<file path="src/rtl/costas_ctrl_pkg.sv">
// Shared types and default constants for the Costas loop acquisition controller.
package costas_ctrl_pkg;

  typedef enum logic [1:0] {
    StIdle  = 2'd0,
    StAcq   = 2'd1,
    StPull  = 2'd2,
    StTrack = 2'd3
  } acq_state_e;

  localparam int unsigned DefAcqShift  = 4;
  localparam int unsigned DefMidShift  = 6;
  localparam int unsigned DefTrkShift  = 8;
  localparam int unsigned DefLockCnt   = 4;
  localparam int unsigned DefUnlockCnt = 2;

  // Width of the good/bad window counters; lock counts must fit.
  localparam int unsigned CntW = 8;

  // Increment that holds at the limit instead of wrapping.
  function automatic logic [CntW-1:0] sat_inc(input logic [CntW-1:0] cnt,
                                               input int unsigned     lim);
    if (32'(cnt) >= lim) begin
      return cnt;
    end
    return cnt + 1'b1;
  endfunction

endpackage

</file>
<file path="src/rtl/costas_win_accum.sv">
// Sums |pd| over 2^WIN_LOG2 valid samples and registers the window mean.
module costas_win_accum #(
  parameter int unsigned PD_W     = 17,
  parameter int unsigned WIN_LOG2 = 10
) (
  input  logic                   clk_i,
  input  logic                   rst_i,
  input  logic                   en_i,
  input  logic                   clr_i,
  input  logic signed [PD_W-1:0] pd_i,
  input  logic                   pd_valid_i,
  output logic                   done_o,
  output logic [PD_W-1:0]        mean_o,
  output logic [PD_W-1:0]        win_err_o,
  output logic                   win_err_valid_o
);

  localparam int unsigned SumW = PD_W + WIN_LOG2;

  logic [PD_W-1:0]     mag;
  logic [SumW-1:0]     sum_q, sum_d, sum_next;
  logic [WIN_LOG2-1:0] cnt_q, cnt_d;
  logic [PD_W-1:0]     win_err_q;
  logic                win_err_valid_q;
  logic                accept;

  // Most negative input maps to 2^(PD_W-1) as an unsigned magnitude.
  assign mag      = pd_i[PD_W-1] ? (~pd_i + 1'b1) : pd_i;
  assign sum_next = sum_q + SumW'(mag);
  assign accept   = en_i && pd_valid_i;
  assign done_o   = accept && (cnt_q == '1);
  assign mean_o   = sum_next[SumW-1:WIN_LOG2];

  always_comb begin
    sum_d = sum_q;
    cnt_d = cnt_q;
    if (clr_i || done_o) begin
      sum_d = '0;
      cnt_d = '0;
    end else if (accept) begin
      sum_d = sum_next;
      cnt_d = cnt_q + 1'b1;
    end
  end

  always_ff @(posedge clk_i) begin
    if (rst_i) begin
      sum_q           <= '0;
      cnt_q           <= '0;
      win_err_q       <= '0;
      win_err_valid_q <= 1'b0;
    end else begin
      sum_q           <= sum_d;
      cnt_q           <= cnt_d;
      win_err_valid_q <= done_o;
      if (done_o) begin
        win_err_q <= mean_o;
      end
    end
  end

  assign win_err_o       = win_err_q;
  assign win_err_valid_o = win_err_valid_q;

endmodule

</file>
<file path="src/rtl/costas_acq_ctrl.sv">
// Costas loop acquisition controller: windowed |pd| drives IDLE/ACQ/PULL/TRACK
// and selects the loop-gain shift.
module costas_acq_ctrl
  import costas_ctrl_pkg::*;
#(
  parameter int unsigned PD_W       = 17,
  parameter int unsigned WIN_LOG2   = 10,
  parameter int unsigned ACQ_SHIFT  = DefAcqShift,
  parameter int unsigned MID_SHIFT  = DefMidShift,
  parameter int unsigned TRK_SHIFT  = DefTrkShift,
  parameter int unsigned LOCK_CNT   = DefLockCnt,
  parameter int unsigned UNLOCK_CNT = DefUnlockCnt
) (
  input  logic                   aclk,
  input  logic                   areset,
  input  logic                   enable,
  input  logic signed [PD_W-1:0] pd_tdata,
  input  logic                   pd_tvalid,
  input  logic [15:0]            lock_thresh,
  input  logic [15:0]            unlock_thresh,
  output logic [3:0]             gain_shift,
  output logic                   pacc_clear,
  output logic                   locked,
  output logic [1:0]             state,
  output logic [PD_W-1:0]        win_err_tdata,
  output logic                   win_err_tvalid
);

  acq_state_e      state_q, state_d;
  logic [CntW-1:0] good_cnt_q, good_cnt_d, bad_cnt_q, bad_cnt_d;
  logic [CntW-1:0] good_inc, bad_inc;
  logic [3:0]      gain_shift_q, gain_shift_d;
  logic            locked_q, locked_d, pacc_clear_q, pacc_clear_d;
  logic            win_done, win_en, win_clr, is_good, is_bad;
  logic [PD_W-1:0] win_mean;

  assign win_en   = (state_q != StIdle);
  assign is_good  = win_mean < PD_W'(lock_thresh);
  assign is_bad   = win_mean > PD_W'(unlock_thresh);
  assign good_inc = sat_inc(good_cnt_q, LOCK_CNT);
  assign bad_inc  = sat_inc(bad_cnt_q, UNLOCK_CNT);

  costas_win_accum #(
    .PD_W     (PD_W),
    .WIN_LOG2 (WIN_LOG2)
  ) u_win_accum (
    .clk_i           (aclk),
    .rst_i           (areset),
    .en_i            (win_en),
    .clr_i           (win_clr),
    .pd_i            (pd_tdata),
    .pd_valid_i      (pd_tvalid),
    .done_o          (win_done),
    .mean_o          (win_mean),
    .win_err_o       (win_err_tdata),
    .win_err_valid_o (win_err_tvalid)
  );

  always_comb begin
    state_d      = state_q;
    good_cnt_d   = good_cnt_q;
    bad_cnt_d    = bad_cnt_q;
    pacc_clear_d = 1'b0;
    unique case (state_q)
      StIdle: begin
        good_cnt_d = '0;
        bad_cnt_d  = '0;
        if (enable) begin
          state_d      = StAcq;
          pacc_clear_d = 1'b1;
        end
      end
      StAcq: begin
        if (win_done) begin
          if (!is_good) begin
            good_cnt_d = '0;
          end else if (good_inc == CntW'(LOCK_CNT)) begin
            state_d    = StPull;
            good_cnt_d = '0;
          end else begin
            good_cnt_d = good_inc;
          end
        end
      end
      StPull: begin
        if (win_done) begin
          if (!is_good) begin
            state_d    = StAcq;
            good_cnt_d = '0;
          end else if (good_inc == CntW'(LOCK_CNT)) begin
            state_d    = StTrack;
            good_cnt_d = '0;
            bad_cnt_d  = '0;
          end else begin
            good_cnt_d = good_inc;
          end
        end
      end
      StTrack: begin
        if (win_done) begin
          if (!is_bad) begin
            bad_cnt_d = '0;
          end else if (bad_inc == CntW'(UNLOCK_CNT)) begin
            state_d      = StAcq;
            pacc_clear_d = 1'b1;
            good_cnt_d   = '0;
            bad_cnt_d    = '0;
          end else begin
            bad_cnt_d = bad_inc;
          end
        end
      end
      default: state_d = StIdle;
    endcase

    // Dropping enable overrides any window-end transition in the same cycle.
    if (!enable && (state_q != StIdle)) begin
      state_d      = StIdle;
      good_cnt_d   = '0;
      bad_cnt_d    = '0;
      pacc_clear_d = 1'b0;
    end

    unique case (state_d)
      StPull:  gain_shift_d = 4'(MID_SHIFT);
      StTrack: gain_shift_d = 4'(TRK_SHIFT);
      default: gain_shift_d = 4'(ACQ_SHIFT);
    endcase
    locked_d = (state_d == StTrack);
    win_clr  = (state_q == StIdle) || (state_d != state_q);
  end

  always_ff @(posedge aclk) begin
    if (areset) begin
      state_q      <= StIdle;
      good_cnt_q   <= '0;
      bad_cnt_q    <= '0;
      gain_shift_q <= 4'(ACQ_SHIFT);
      locked_q     <= 1'b0;
      pacc_clear_q <= 1'b0;
    end else begin
      state_q      <= state_d;
      good_cnt_q   <= good_cnt_d;
      bad_cnt_q    <= bad_cnt_d;
      gain_shift_q <= gain_shift_d;
      locked_q     <= locked_d;
      pacc_clear_q <= pacc_clear_d;
    end
  end

  assign state      = state_q;
  assign gain_shift = gain_shift_q;
  assign locked     = locked_q;
  assign pacc_clear = pacc_clear_q;

endmodule
</file>
<file path="config.mk">
export PLATFORM = sky130hd
export DESIGN_NAME = costas_acq_ctrl
export DESIGN_NICKNAME = d
export VERILOG_FILES = /design/src/rtl/costas_ctrl_pkg.sv /design/src/rtl/costas_win_accum.sv /design/src/rtl/costas_acq_ctrl.sv
export SDC_FILE = /design/constraint.sdc
export NUM_CORES = 1
export LEC_CHECK = 0
export BUFFER_PORTS_ARGS = -buffer_cell sky130_fd_sc_hd__buf_2
export CAP_MARGIN = 20
export CORE_MARGIN = 1
export CORE_UTILIZATION = 62
export CTS_CLUSTER_DIAMETER = 80
export DETAILED_ROUTE_END_ITERATION = 8
export GPL_TIMING_DRIVEN = 0
export PLACE_DENSITY = 0.87
export SLEW_MARGIN = 20
export SYNTH_ARGS = -nofsm -noshare
export SYNTH_HDL_FRONTEND = slang
export SYNTH_SLANG_ARGS = --single-unit
export TNS_END_PERCENT = 20
</file>
<file path="constraint.sdc">
create_clock -name aclk -period 10.85 [get_ports aclk]
set_input_delay 2.17 -clock aclk [delete_from_list [all_inputs] [get_ports aclk]]
set_output_delay 2.17 -clock aclk [all_outputs]
set_load 0.005 [all_outputs]
</file>
==> impl_results.md <==
* Starting density of the core at 64.20%
* Hold Crit Class: register to register
* Setup TNS at 0 ns
* Nature of the critical path endpoint: register
* Synth async-reset ratio at 0%
* Nets@finish at 897
* Unrepaired setup endpoints after global routing: no
* Hold path start: u_win_accum.win_err_o[5]$_SDFFE_PP0P_
* Area post-placement at 0.006121 mm²
* ANT cells at 0
* Main flop type after synthesis: dfxtp_1
* Core Area at 0.008721 mm²
* Worst endpoint data arrival time at 8.89 ns
* Worst Clk Skew at 0.01500 ns
* Skew-Pair Late Insertion Delay at 0.36 ns
* # IOs at 79
* Rows at 34
* Tot GR Track Use at 29.14%
* Power density cells at 101.6 mW/mm²
* Final Hold Fails at 0
* Compound-Gate Fraction of Synth Area at 18.64%
* Final Util at 72.54%
* IO Port Bufs at 76
* Share of layout cells above drive strength 1 at 16.73%
* Initial DRC Count at 228
* CTS tree: done
* Data required, critical path at 11.14 ns
* Number of antenna violations at the first check in global routing at 0
* CP Launch Type: input port
* Synthesized Nets at 810
* DRT antenna net count at 0
* Post_cts resized at 0
* Max Freq at 0.1164 GHz
* Top cells by area, synth: dfxtp_1, ha_1, nand2_1, xnor2_1, nor2_1
* Worst r2r src: u_win_accum.sum_q[1]$_SDFFE_PP0P_
* Number of max-cap violations at 0
* Post-place setup slack at 1.981 ns
* Seq/Total Area, Yosys at 27.53%
* Final setup fails at 0
* Clk sinks at 77
* Main combinational cell family by area after synthesis: simple AND/OR/NAND/NOR gates
* Mux contribution to synthesized area at 0.9162%
* Most numerous cell in the Yosys netlist: nand2_1
* CP Class: input port to register
* Largest net degree at the start of global routing at 16
* Die Height at 97.03 µm
* Cells after DPL at 881
* Global placement routability congestion at 0.9169
* Synthesized-area fraction occupied by and/or/nand/nor cells at 25.18%
* Avg Inst Size Synth at 8.033 µm²
* P_leak at 2.789 nW
* Clock transition at the registers of the reported paths at 0.08 ns
* WL per Instance at 15.10 µm
* Final min period at 8.595 ns
* Synth warn at 0
* Setup bufs post-CTS at 0
* Outcome: complete, no violations
* Final WS setup at 2.255 ns
* Period utilisation layout at 79.21%
* Post-route cell area at 0.006326 mm²
* Post-Syn Instances at 697
* Number of flops mapped to enable cells by yosys at 0
* Rel. slew slack at 45.21%
* FF+latch count, synth at 77
* Area leader, netlist: dfxtp_1
* Fin cells at 897
* Distinct cells, synth at 69
* Overflow after GRT at 0
* Via Count at 5265
* Root buffer cell: clkbuf_8
* Clock Tree Buf Depth at 2
* Synth Area in Adders at 13.54%
* Pins over their slew limit at 0
* Detailed Routing Iterations Pass 1 at 5
* Routed WL at 13540 µm
* Synth-to-layout area growth at 12.98%
* First-pass GRT wire length at 22850 µm
* Post-synthesis xor/xnor area fraction at 8.447%
* Slew @ Worst Pin at 0.8150 ns
* H-Tree Depth at 3
* Post-Synthesis Cell Area at 0.005599 mm²
* Num CTS Buffers at 9
* Crit. Startpoint: pd_tdata[2]
* Vias per Instance at 5.870
* Top cells by count, synth: nand2_1, dfxtp_1, nor2_1
* Synth top area share at 27.53%
* Cts hold-fix bufs at 0
* DPL Wire Length at 10530 µm
* Worst VDD drop at 0.05460 mV
* Vias in the first global route at 5088
* # DRC at 0
* Die Wd at 97.03 µm
* Die area at 0.009415 mm²
* CP Max Fanout at 10
==> report_power, final <==
group          switching [W]  total (W)  internal [W]
registers         0.00000162   0.000286      0.000284
logic              0.0000755   0.000123     0.0000477
clock network       0.000124   0.000234      0.000110
==> registers in the layout (all words and copies together) (netlist names) <==
| name | flops |
|---|---|
| bad_cnt_q | 8 |
| gain_shift | 2 |
| good_cnt_q | 8 |
| locked | 1 |
| pacc_clear | 1 |
| state | 2 |
| u_win_accum.cnt_q | 10 |
| u_win_accum.sum_q | 27 |
| u_win_accum.win_err_o | 17 |
| u_win_accum.win_err_valid_o | 1 |
==> cells in the final DEF, fill, tap and decap left out, drive strengths merged, types with 15 or more instances in the layout <==
| master | instances |
|---|---|
| buf | 83 |
| a21oi | 54 |
| nand2 | 97 |
| o21ai | 25 |
| nand3 | 20 |
| clkbuf | 26 |
| and2 | 16 |
| inv | 51 |
| xnor2 | 35 |
| a211oi | 15 |
| dfxtp | 77 |
| xor2 | 19 |
| ha | 59 |
| nor2 | 73 |
==> per-stage QoR <==
| stage | hold slack (ns) | total power [W] |
|---|---|---|
| 2_1_floorplan | 0.4205 | 0.0003776 |
| 3_3_place_gp | 0.4371 | 0.0004072 |
| 3_5_place_dp | 0.4399 | 0.0004127 |
| 4_1_cts | 0.4564 | 0.0006406 |
| 5_1_grt | 0.4662 | 0.0006691 |
| 6_report | 0.4540 | 0.0006428 |
==> cell type report <==
cell class | count | area, µm²
clock inverter | 7 | 81.33
tap | 108 | 135.1
buffer | 24 | 137.6
sequential | 77 | 1541
multi-input combinational | 548 | 3746
inverter | 48 | 180.2
fill | 673 | 2395
clock buffer | 9 | 123.9
timing repair buffer | 76 | 380.4
==> cells by family (layout without fill, tap and decap cells) <==
family          count (synthesis)  in the layout
fa+ha+maj                      60             60
flops                          77             77
compound gates                153            153
buf+inv                        72            164
xor+xnor                       54             54
simple gates                  275            275
other cells                     1              1
mux                             5              5
==> final timing paths <==
path | to | slack (ns) | cells past startpoint
worst max register to register | u_win_accum.sum_q[8]$_SDFFE_PP0P_ | 4.73 | 22
worst max-delay path | u_win_accum.sum_q[8]$_SDFFE_PP0P_ | 2.26 | 26
worst min register to register | u_win_accum.win_err_o[5]$_SDFFE_PP0P_ | 0.45 | 2
worst min-delay path | u_win_accum.win_err_o[5]$_SDFFE_PP0P_ | 0.45 | 2
==> routing by layer <==
layer	share of wire, %	vias to the layer above	track usage (%)	wire length [µm]
met2	48	201	50.76	6460
met1	43	2403	36.08	5773
li1	-	2614	-	-
met5	0	-	0	0
met3	6.4	47	4.408	871
met4	3.2	0	11.02	438
==> worst max-delay path: stages <==
cell and delay [ns]:
buf_2 0.12, nor4_1 0.52, nand2_1 0.16, o31ai_1 0.29
xnor2_1 0.11, ha_1 0.28, clkbuf_1 0.29, nand3_1 0.11
o311ai_0 0.61, a2111oi_1 0.23, nor3_2 0.56, nand3_1 0.21
xor2_1 0.26, inv_1 0.12, ha_1 0.21, a211oi_1 0.31
o211ai_1 0.24, nor3_1 0.20, o21ai_0 0.20, o21a_1 0.24
nor3_1 0.38, mux2_1 0.38, a31o_1 0.23, buf_6 0.16
buf_6 0.16, a21oi_2 0.11
(Power assumes the default switching activity.)
